$ cat config.mk
export PLATFORM = sky130hd
export DESIGN_NAME = bit_serializer
export DESIGN_NICKNAME = d
export VERILOG_FILES = /design/src/rtl/bit_serializer.sv
export SDC_FILE = /design/constraint.sdc
export NUM_CORES = 1
export LEC_CHECK = 0
export ABC_AREA = 1
export CORE_MARGIN = 4
export CORE_UTILIZATION = 46
export CTS_CLUSTER_SIZE = 8
export DETAILED_ROUTE_END_ITERATION = 16
export GPL_TIMING_DRIVEN = 0
export PLACE_DENSITY = 0.81
export SLEW_MARGIN = 20
export SYNTH_ARGS = -nofsm -noshare
export SYNTH_HDL_FRONTEND = slang
export SYNTH_SLANG_ARGS = --single-unit
$ cat constraint.sdc
create_clock -name clk -period 1.85 [get_ports clk]
set_input_delay 0.37 -clock clk [delete_from_list [all_inputs] [get_ports clk]]
set_output_delay 0.37 -clock clk [all_outputs]
set_load 0.01 [all_outputs]
$ cat src/rtl/bit_serializer.sv
// Parallel-in/serial-out stage: WIDTH-bit words in over valid/ready, one bit per clk on x_out.
// Define SERIALIZER_PARITY_EN to append an even-parity bit after each word.
//
// state  | meaning
// IDLE   | no word in flight, x_out at IDLE_BIT, ready for a word
// SHIFT  | x_out carries data bit cnt of the current word
// PARITY | x_out carries the even parity of the word (SERIALIZER_PARITY_EN only)
module bit_serializer #(
    parameter int   WIDTH     = 8,
    parameter bit   MSB_FIRST = 1'b1,
    parameter logic IDLE_BIT  = 1'b0
) (
    input  logic             clk,
    input  logic             rst_n,
    input  logic             in_valid,
    output logic             in_ready,
    input  logic [WIDTH-1:0] in_data,
    output logic             x_out,
    output logic             x_valid,
    output logic             frame_start,
    output logic             busy
);

    localparam int               CNT_W    = (WIDTH > 1) ? $clog2(WIDTH) : 1;
    localparam logic [CNT_W-1:0] CNT_LAST = CNT_W'(WIDTH - 1);

`ifdef SERIALIZER_PARITY_EN
    typedef enum logic [1:0] {IDLE = 2'd0, SHIFT = 2'd1, PARITY = 2'd2} state_t;
`else
    typedef enum logic {IDLE = 1'b0, SHIFT = 1'b1} state_t;
`endif

    state_t           state, state_nxt;
    logic [CNT_W-1:0] cnt, cnt_nxt;
    logic [WIDTH-1:0] sreg, sreg_nxt;
    logic             x_nxt;
    logic             accept;
    logic             last_bit;
`ifdef SERIALIZER_PARITY_EN
    logic             par, par_nxt;
`endif

    // Bit that leaves the word first in transmit order.
    function automatic logic first_bit(input logic [WIDTH-1:0] w);
        return MSB_FIRST ? w[WIDTH-1] : w[0];
    endfunction

    function automatic logic [WIDTH-1:0] advance(input logic [WIDTH-1:0] w);
        return MSB_FIRST ? (w << 1) : (w >> 1);
    endfunction

    assign last_bit = (state == SHIFT) && (cnt == CNT_LAST);

`ifdef SERIALIZER_PARITY_EN
    assign in_ready = rst_n && ((state == IDLE) || (state == PARITY));
`else
    assign in_ready = rst_n && ((state == IDLE) || last_bit);
`endif

    assign accept      = in_valid && in_ready;
    assign busy        = (state != IDLE);
    assign x_valid     = (state != IDLE);
    assign frame_start = (state == SHIFT) && (cnt == '0);

    always_ff @(posedge clk or negedge rst_n) begin
        if (!rst_n) begin
            state <= IDLE;
            cnt   <= '0;
            sreg  <= '0;
            x_out <= IDLE_BIT;
`ifdef SERIALIZER_PARITY_EN
            par   <= 1'b0;
`endif
        end else begin
            state <= state_nxt;
            cnt   <= cnt_nxt;
            sreg  <= sreg_nxt;
            x_out <= x_nxt;
`ifdef SERIALIZER_PARITY_EN
            par   <= par_nxt;
`endif
        end
    end

    // An accept on the final bit reloads directly, so back-to-back words have no gap.
    always_comb begin
        state_nxt = state;
        cnt_nxt   = cnt;
        sreg_nxt  = sreg;
        x_nxt     = x_out;
`ifdef SERIALIZER_PARITY_EN
        par_nxt   = par;
`endif
        if (accept) begin
            state_nxt = SHIFT;
            cnt_nxt   = '0;
            sreg_nxt  = advance(in_data);
            x_nxt     = first_bit(in_data);
`ifdef SERIALIZER_PARITY_EN
            par_nxt   = ^in_data;
`endif
        end else begin
            case (state)
                IDLE: begin
                    x_nxt = IDLE_BIT;
                end
                SHIFT: begin
                    if (cnt == CNT_LAST) begin
                        cnt_nxt   = '0;
`ifdef SERIALIZER_PARITY_EN
                        state_nxt = PARITY;
                        x_nxt     = par;
`else
                        state_nxt = IDLE;
                        x_nxt     = IDLE_BIT;
`endif
                    end else begin
                        cnt_nxt  = cnt + 1'b1;
                        x_nxt    = first_bit(sreg);
                        sreg_nxt = advance(sreg);
                    end
                end
`ifdef SERIALIZER_PARITY_EN
                PARITY: begin
                    state_nxt = IDLE;
                    x_nxt     = IDLE_BIT;
                end
`endif
                default: begin
                    state_nxt = IDLE;
                    cnt_nxt   = '0;
                    x_nxt     = IDLE_BIT;
                end
            endcase
        end
    end

endmodule
After elaboration in Yosys (flattened, before gate mapping)
Cells that the tools add are included.
{"block": "totals", "ff_bits": 13, "latchBits": 0, "ram_bits": 0, "mem_bits_ro": 0, "output_inout_bits": 5, "elab_cells": 28, "n_memories": 0}
{"block": "op_classes", "add_sub_neg": 1, "multipliers": 0, "div": 0, "order_cmp": 0, "eq_ne": 2, "n_shift": 0, "mux": 12, "n_bitwise": 1, "reduce_logical": 8}
{"cell": "2-to-1 mux 8 bit", "count": 3}
{"cell": "2-to-1 mux 3 bit", "count": 3}
{"cell": "2-to-1 mux 1 bit", "count": 5}
{"cell": "logical AND 1 bit", "count": 4}
{"cell": "adder 3 x 1 -> 3 bit (second input constant)", "count": 1}
{"cell": "equality test 3 bit (second input constant)", "count": 1}
{"cell": "logical NOT 3 bit", "count": 1}
{"cell": "inequality test 2 bit (second input constant)", "count": 1}
{"cell": "case mux 1 bit (2 select lines)", "count": 1}
{"cell": "AND reduction 2 bit", "count": 1}
{"cell": "nonzero test 2 bit", "count": 1}
{"cell": "logical OR 1 bit", "count": 1}
{"cell": "inverter 1 bit", "count": 1}

Longest topological paths before layout
Gate-level depths: netlist (run 1).
{"block": "depth", "word_depth": 7, "mapped_depth": 9, "ltp_nobuf": 9}

Worst setup path after synthesis (run 1)
OpenSTA, ideal clock, no wires.
{"block": "synth_path", "kind": "reg-to-output", "startpoint": "reg cnt[0]", "endpoint": "out in_ready", "t_arrival_ps": 1060, "path_slack_ps": 420, "stages_incl_launch_ff": 7, "path_buffers": 0, "cell_sequence": "dfrtp_1 > ha_1 > ha_1 > inv_1 > nand2_4 > clkinv_4 > nor2_4"}
{"block": "synth_between", "elab_chain_len": 4}
{"item": "start, declared", "line_no": "34", "rtl": "logic [CNT_W-1:0] cnt, cnt_nxt;"}
{"item": "start signal, assigned", "line_no": "76", "rtl": "cnt <= cnt_nxt;"}
{"item": "equality test 3 bit", "line_no": "52", "rtl": "assign last_bit = (state == SHIFT) && (cnt == CNT_LAST);"}
{"item": "logical AND 1 bit", "line_no": "52"}
{"item": "logical OR 1 bit", "line_no": "57", "rtl": "assign in_ready = rst_n && ((state == IDLE) || last_bit);"}
{"item": "logical AND 1 bit", "line_no": "57"}
{"item": "end, declared", "line_no": "16", "rtl": "output logic in_ready,"}
No other way between the ends.

Worst setup path after layout (run 1)
{"block": "layout_path", "startpoint": "reg state, in the netlist busy", "endpoint": "out x_valid"}
{"item": "start, declared", "line_no": "33", "rtl": "state_t state, state_nxt;"}
{"item": "start signal, assigned", "line_no": "75", "rtl": "state <= state_nxt;"}
{"item": "end, declared", "line_no": "19", "rtl": "output logic x_valid,"}
No word-level cell between the ends.

==> results.md, run 1 <==
| Metric | This run |
| --- | --- |
| Maximum level of the CTS H-tree | 1 |
| Clock latency at the later pin of the worst-skew pair | 0.27 ns |
| Achievable Freq | 568 MHz |
| Final Power | 1.24 mW |
| Worst Reg2Reg Path Length in Cells | 8 |
| Length of the first detailed-routing pass in iterations | 4 |
| Cell count after placement | 104 |
| Final count of pins violating max slew | 0 |
| Area inside the core boundary | 1320 sq um |
| RSZ-0062 raised after global routing | false |
| Min-Delay Path Class | in2async |
| DRT iter0 DRCs | 10 |
| Reg-to-reg endpoint | sreg[5]$_DFFE_PN0P_ |
| Static Leakage | 0.444 nW |
| Overall overflow remaining after global route | 0 |
| Vertical die dimension | 45.8 um |
| Count of input and output buffers | 14 |
| Wire length on met2 | 651 um |
| Final setup skew | 0.00399 ns |
| Final-report setup violation count | 0 |
| Total number of vias | 549 |
| Proportion of synthesized chip area in sequential cells | 45.8% |
| Peak supply drop | 0.705 mV |
| Dpl hpwl | 867 um |
| Run status | finished, final reports clean |
| GP Congestion | 0.764 |
| Pwr dens | 1430 nW/um^2 |
| Area added between synthesis and finish | 32.6% |
| Number of hold buffers added after CTS | 0 |
| Placed cell area | 815 sq um |
| Reg-to-Reg Start | cnt[0]$_DFFE_PN0P_ |
| Number of remaining DRC errors | 0 |
| IO Count | 16 |
| Number of core rows | 13 |
| Max capacitance violation total | 0 |
| Synth Area per Inst | 8.74 sq um |
| Finished Cell Area | 870 sq um |
| Clock tree sinks | 12 |
| Global routing usage summed across all routing layers | 14.9% |
| Clock Path Buffers | 2 |
| Layout cells sized above 1 | 21.1% |
| Worst path arrival time | 1.39 ns |
| Shortest period the worst path allows | 1.76 ns |
| Share of the cycle needed by the critical path after routing | 95.1% |
| Number of global-route vias before repair | 529 |
| Number of failing hold endpoints at the final stage | 0 |
| Worst slew margin relative to its limit | 76.8% |
| Fin cells | 110 |
| Final antenna diode count | 0 |
| Fin util | 66.0% |
| Max FO, Critical Path | 6 |
| Yosys synthesis warning count | 0 |
| Combined area of all synthesized cells | 656 sq um |
| Clock tree root driver cell | sky130_fd_sc_hd__clkbuf_4 |
| Instance count of the mapped netlist | 75 |
| Synth Register Bits | 12 |
| Wire length of the first global-routing pass | 2.16 mm |
| Sum of met3 wire segment lengths after detailed routing | 84 um |
| TritonCTS buffer count | 3 |
| Number of antenna violations at the first check in global routing | 0 |
| Routed via count divided by cell count | 4.99 |
| Startpoint-to-endpoint class of the critical path | reg2out |
| Type of destination of the critical path | output port |
| Pin count of the biggest net entering global routing | 14 |
| Total routed wire length on the met1 layer | 503 um |
| Required time of the critical path | 1.48 ns |
| Crit path launch type | flip-flop |
| Final Net Count | 110 |
| Post-DRT Antenna Nets | 0 |
| Wire length reported by the detailed router | 1.25 mm |
| CTS tree | built |
| Clock-pin slew on the worst setup and hold paths | 0.08 ns |
| Post-detailed-route wirelength per cell | 11.4 um |
| Die width | 45.8 um |
| Top metal layer carrying routed signals | met4 |
| Post-synthesis cell type count | 17 |
| Area of the die | 2090 sq um |
| Syn_nets | 89 |
| Worst reg-to-reg setup slack | 0.35 ns |
| Initial core utilization | 49.8% |
| Slew at the pin closest to its max-slew limit | 0.348 ns |
==> per-stage QoR <==
step                hold WS [ns]  worst slack [ns]  setup TNS [ns]
global route              0.0919            0.0175               0
floorplan                 0.0744             0.420               0
finish                    0.0790            0.0904               0
CTS                       0.0846            0.0735               0
detailed placement         0.470            -0.693           -2.08
global placement           0.466            -0.696           -1.99
==> final cells by class <==
cell class	count	area [sq um]
fillers	116	448
clock buffers	4	36.3
plain buffers	3	26.3
flip-flops and latches	12	300
inverters	11	48.8
well taps	15	18.8
multi-input cells	49	283
repair buffers	16	156
==> metal layers <==
metal  GRT usage [%]  vias to the layer above
met3            2.37                        2
met5               0                        -
met2            25.9                       15
met4            8.52                        0
li1                -                      278
met1            17.2                      254
==> critical path: stages (launching register included) <==
cell and delay, ns:
sky130_fd_sc_hd__dfrtp_1 0.46, sky130_fd_sc_hd__buf_4 0.14, sky130_fd_sc_hd__clkdlybuf4s50_1 0.52
==> synth_stat cells <==
cell	instances	share of area [%]
sky130_fd_sc_hd__ha_1	3	5.7
sky130_fd_sc_hd__nand4_1	6	5.7
sky130_fd_sc_hd__nor2_1	1	0.57
sky130_fd_sc_hd__nand2_2	1	0.95
sky130_fd_sc_hd__buf_6	1	1.7
sky130_fd_sc_hd__nand2_1	24	14
sky130_fd_sc_hd__inv_4	1	0.95
sky130_fd_sc_hd__dfrtp_1	12	46
sky130_fd_sc_hd__nand2_4	1	1.7
sky130_fd_sc_hd__nand3_4	1	2.7
sky130_fd_sc_hd__o21a_4	1	2.3
sky130_fd_sc_hd__o21ai_0	2	1.5
sky130_fd_sc_hd__buf_4	2	2.3
sky130_fd_sc_hd__nand3_1	8	6.1
sky130_fd_sc_hd__nor2_4	1	1.7
sky130_fd_sc_hd__inv_1	9	5.2
sky130_fd_sc_hd__clkinv_4	1	1.3
==> timing repair <==
item | 4_1_cts | 5_1_grt
setup endpoints to repair | 2 | 1
pin swaps | 0 | 0
setup buffers | 2 | 0
resized for setup | 10 | 1
==> cell usage in the layout (no fill, tap or decap) <==
| master | netlist | final |
|---|---|---|
| sky130_fd_sc_hd__clkdlybuf4s15_2 | 0 | 1 |
| sky130_fd_sc_hd__dlygate4sd2_1 | 0 | 1 |
| sky130_fd_sc_hd__clkinv_4 | 1 | 1 |
| sky130_fd_sc_hd__nand2_2 | 1 | 1 |
| sky130_fd_sc_hd__o21a_4 | 1 | 1 |
| sky130_fd_sc_hd__nor2_4 | 1 | 1 |
| sky130_fd_sc_hd__inv_4 | 1 | 1 |
| sky130_fd_sc_hd__buf_6 | 1 | 2 |
| sky130_fd_sc_hd__clkdlybuf4s50_1 | 0 | 11 |
| sky130_fd_sc_hd__inv_1 | 9 | 8 |
| sky130_fd_sc_hd__nand2_1 | 24 | 24 |
| sky130_fd_sc_hd__clkbuf_8 | 0 | 1 |
| sky130_fd_sc_hd__nand2_4 | 1 | 1 |
| sky130_fd_sc_hd__clkbuf_4 | 0 | 3 |
| sky130_fd_sc_hd__dfrtp_1 | 12 | 12 |
| sky130_fd_sc_hd__ha_2 | 0 | 1 |
| sky130_fd_sc_hd__inv_2 | 0 | 1 |
| sky130_fd_sc_hd__o21ai_0 | 2 | 2 |
| sky130_fd_sc_hd__buf_4 | 2 | 4 |
| sky130_fd_sc_hd__nand4_1 | 6 | 6 |
| sky130_fd_sc_hd__ha_1 | 3 | 2 |
| sky130_fd_sc_hd__nand3_1 | 8 | 8 |
| sky130_fd_sc_hd__nor2_1 | 1 | 1 |
| sky130_fd_sc_hd__nand3_4 | 1 | 1 |
==> kinds of logic (layout without fill, tap and decap cells) <==
family,count (synthesis),count (layout),share of synthesized area [%]
adder cells (fa/ha/maj),3,3,5.73
AND/OR/NAND/NOR,43,43,33.2
buffers and inverters,14,34,11.5
flip-flops,12,12,45.8
AO/OA/AOI/OAI,3,3,3.82
==> sequential cells by signal, summed over array words and instances (netlist names) <==
register  count
busy          1
x_out         1
sreg          7
cnt           3
==> power breakdown <==
group / switching, mW / total, mW / internal (mW)
combinational: 0.311 / 0.587 / 0.277
clock: 0.0886 / 0.208 / 0.120
sequential: 0.0777 / 0.448 / 0.371
total: 0.477 / 1.24 / 0.767
==> how the worst max path moves through the flow <==
stage	end	start	slack, ns
2_1_floorplan	in_ready	cnt[0]$_DFFE_PN0P_	0.42
3_3_place_gp	in_ready	rst_n	-0.70
3_5_place_dp	in_ready	rst_n	-0.69
4_1_cts	in_ready	cnt[0]$_DFFE_PN0P_	0.07
5_1_grt	in_ready	cnt[0]$_DFFE_PN0P_	0.02
6_report	x_valid	busy$_DFF_PN0_	0.09
No activity file was read; power rests on OpenSTA's default activity.
==> run 2: changes to the inputs <==
CTS_CLUSTER_DIAMETER = 200   (was not set)
==> results of run 2 <==
Same layout as run 1: the final DEF is identical, and so are final timing and power.
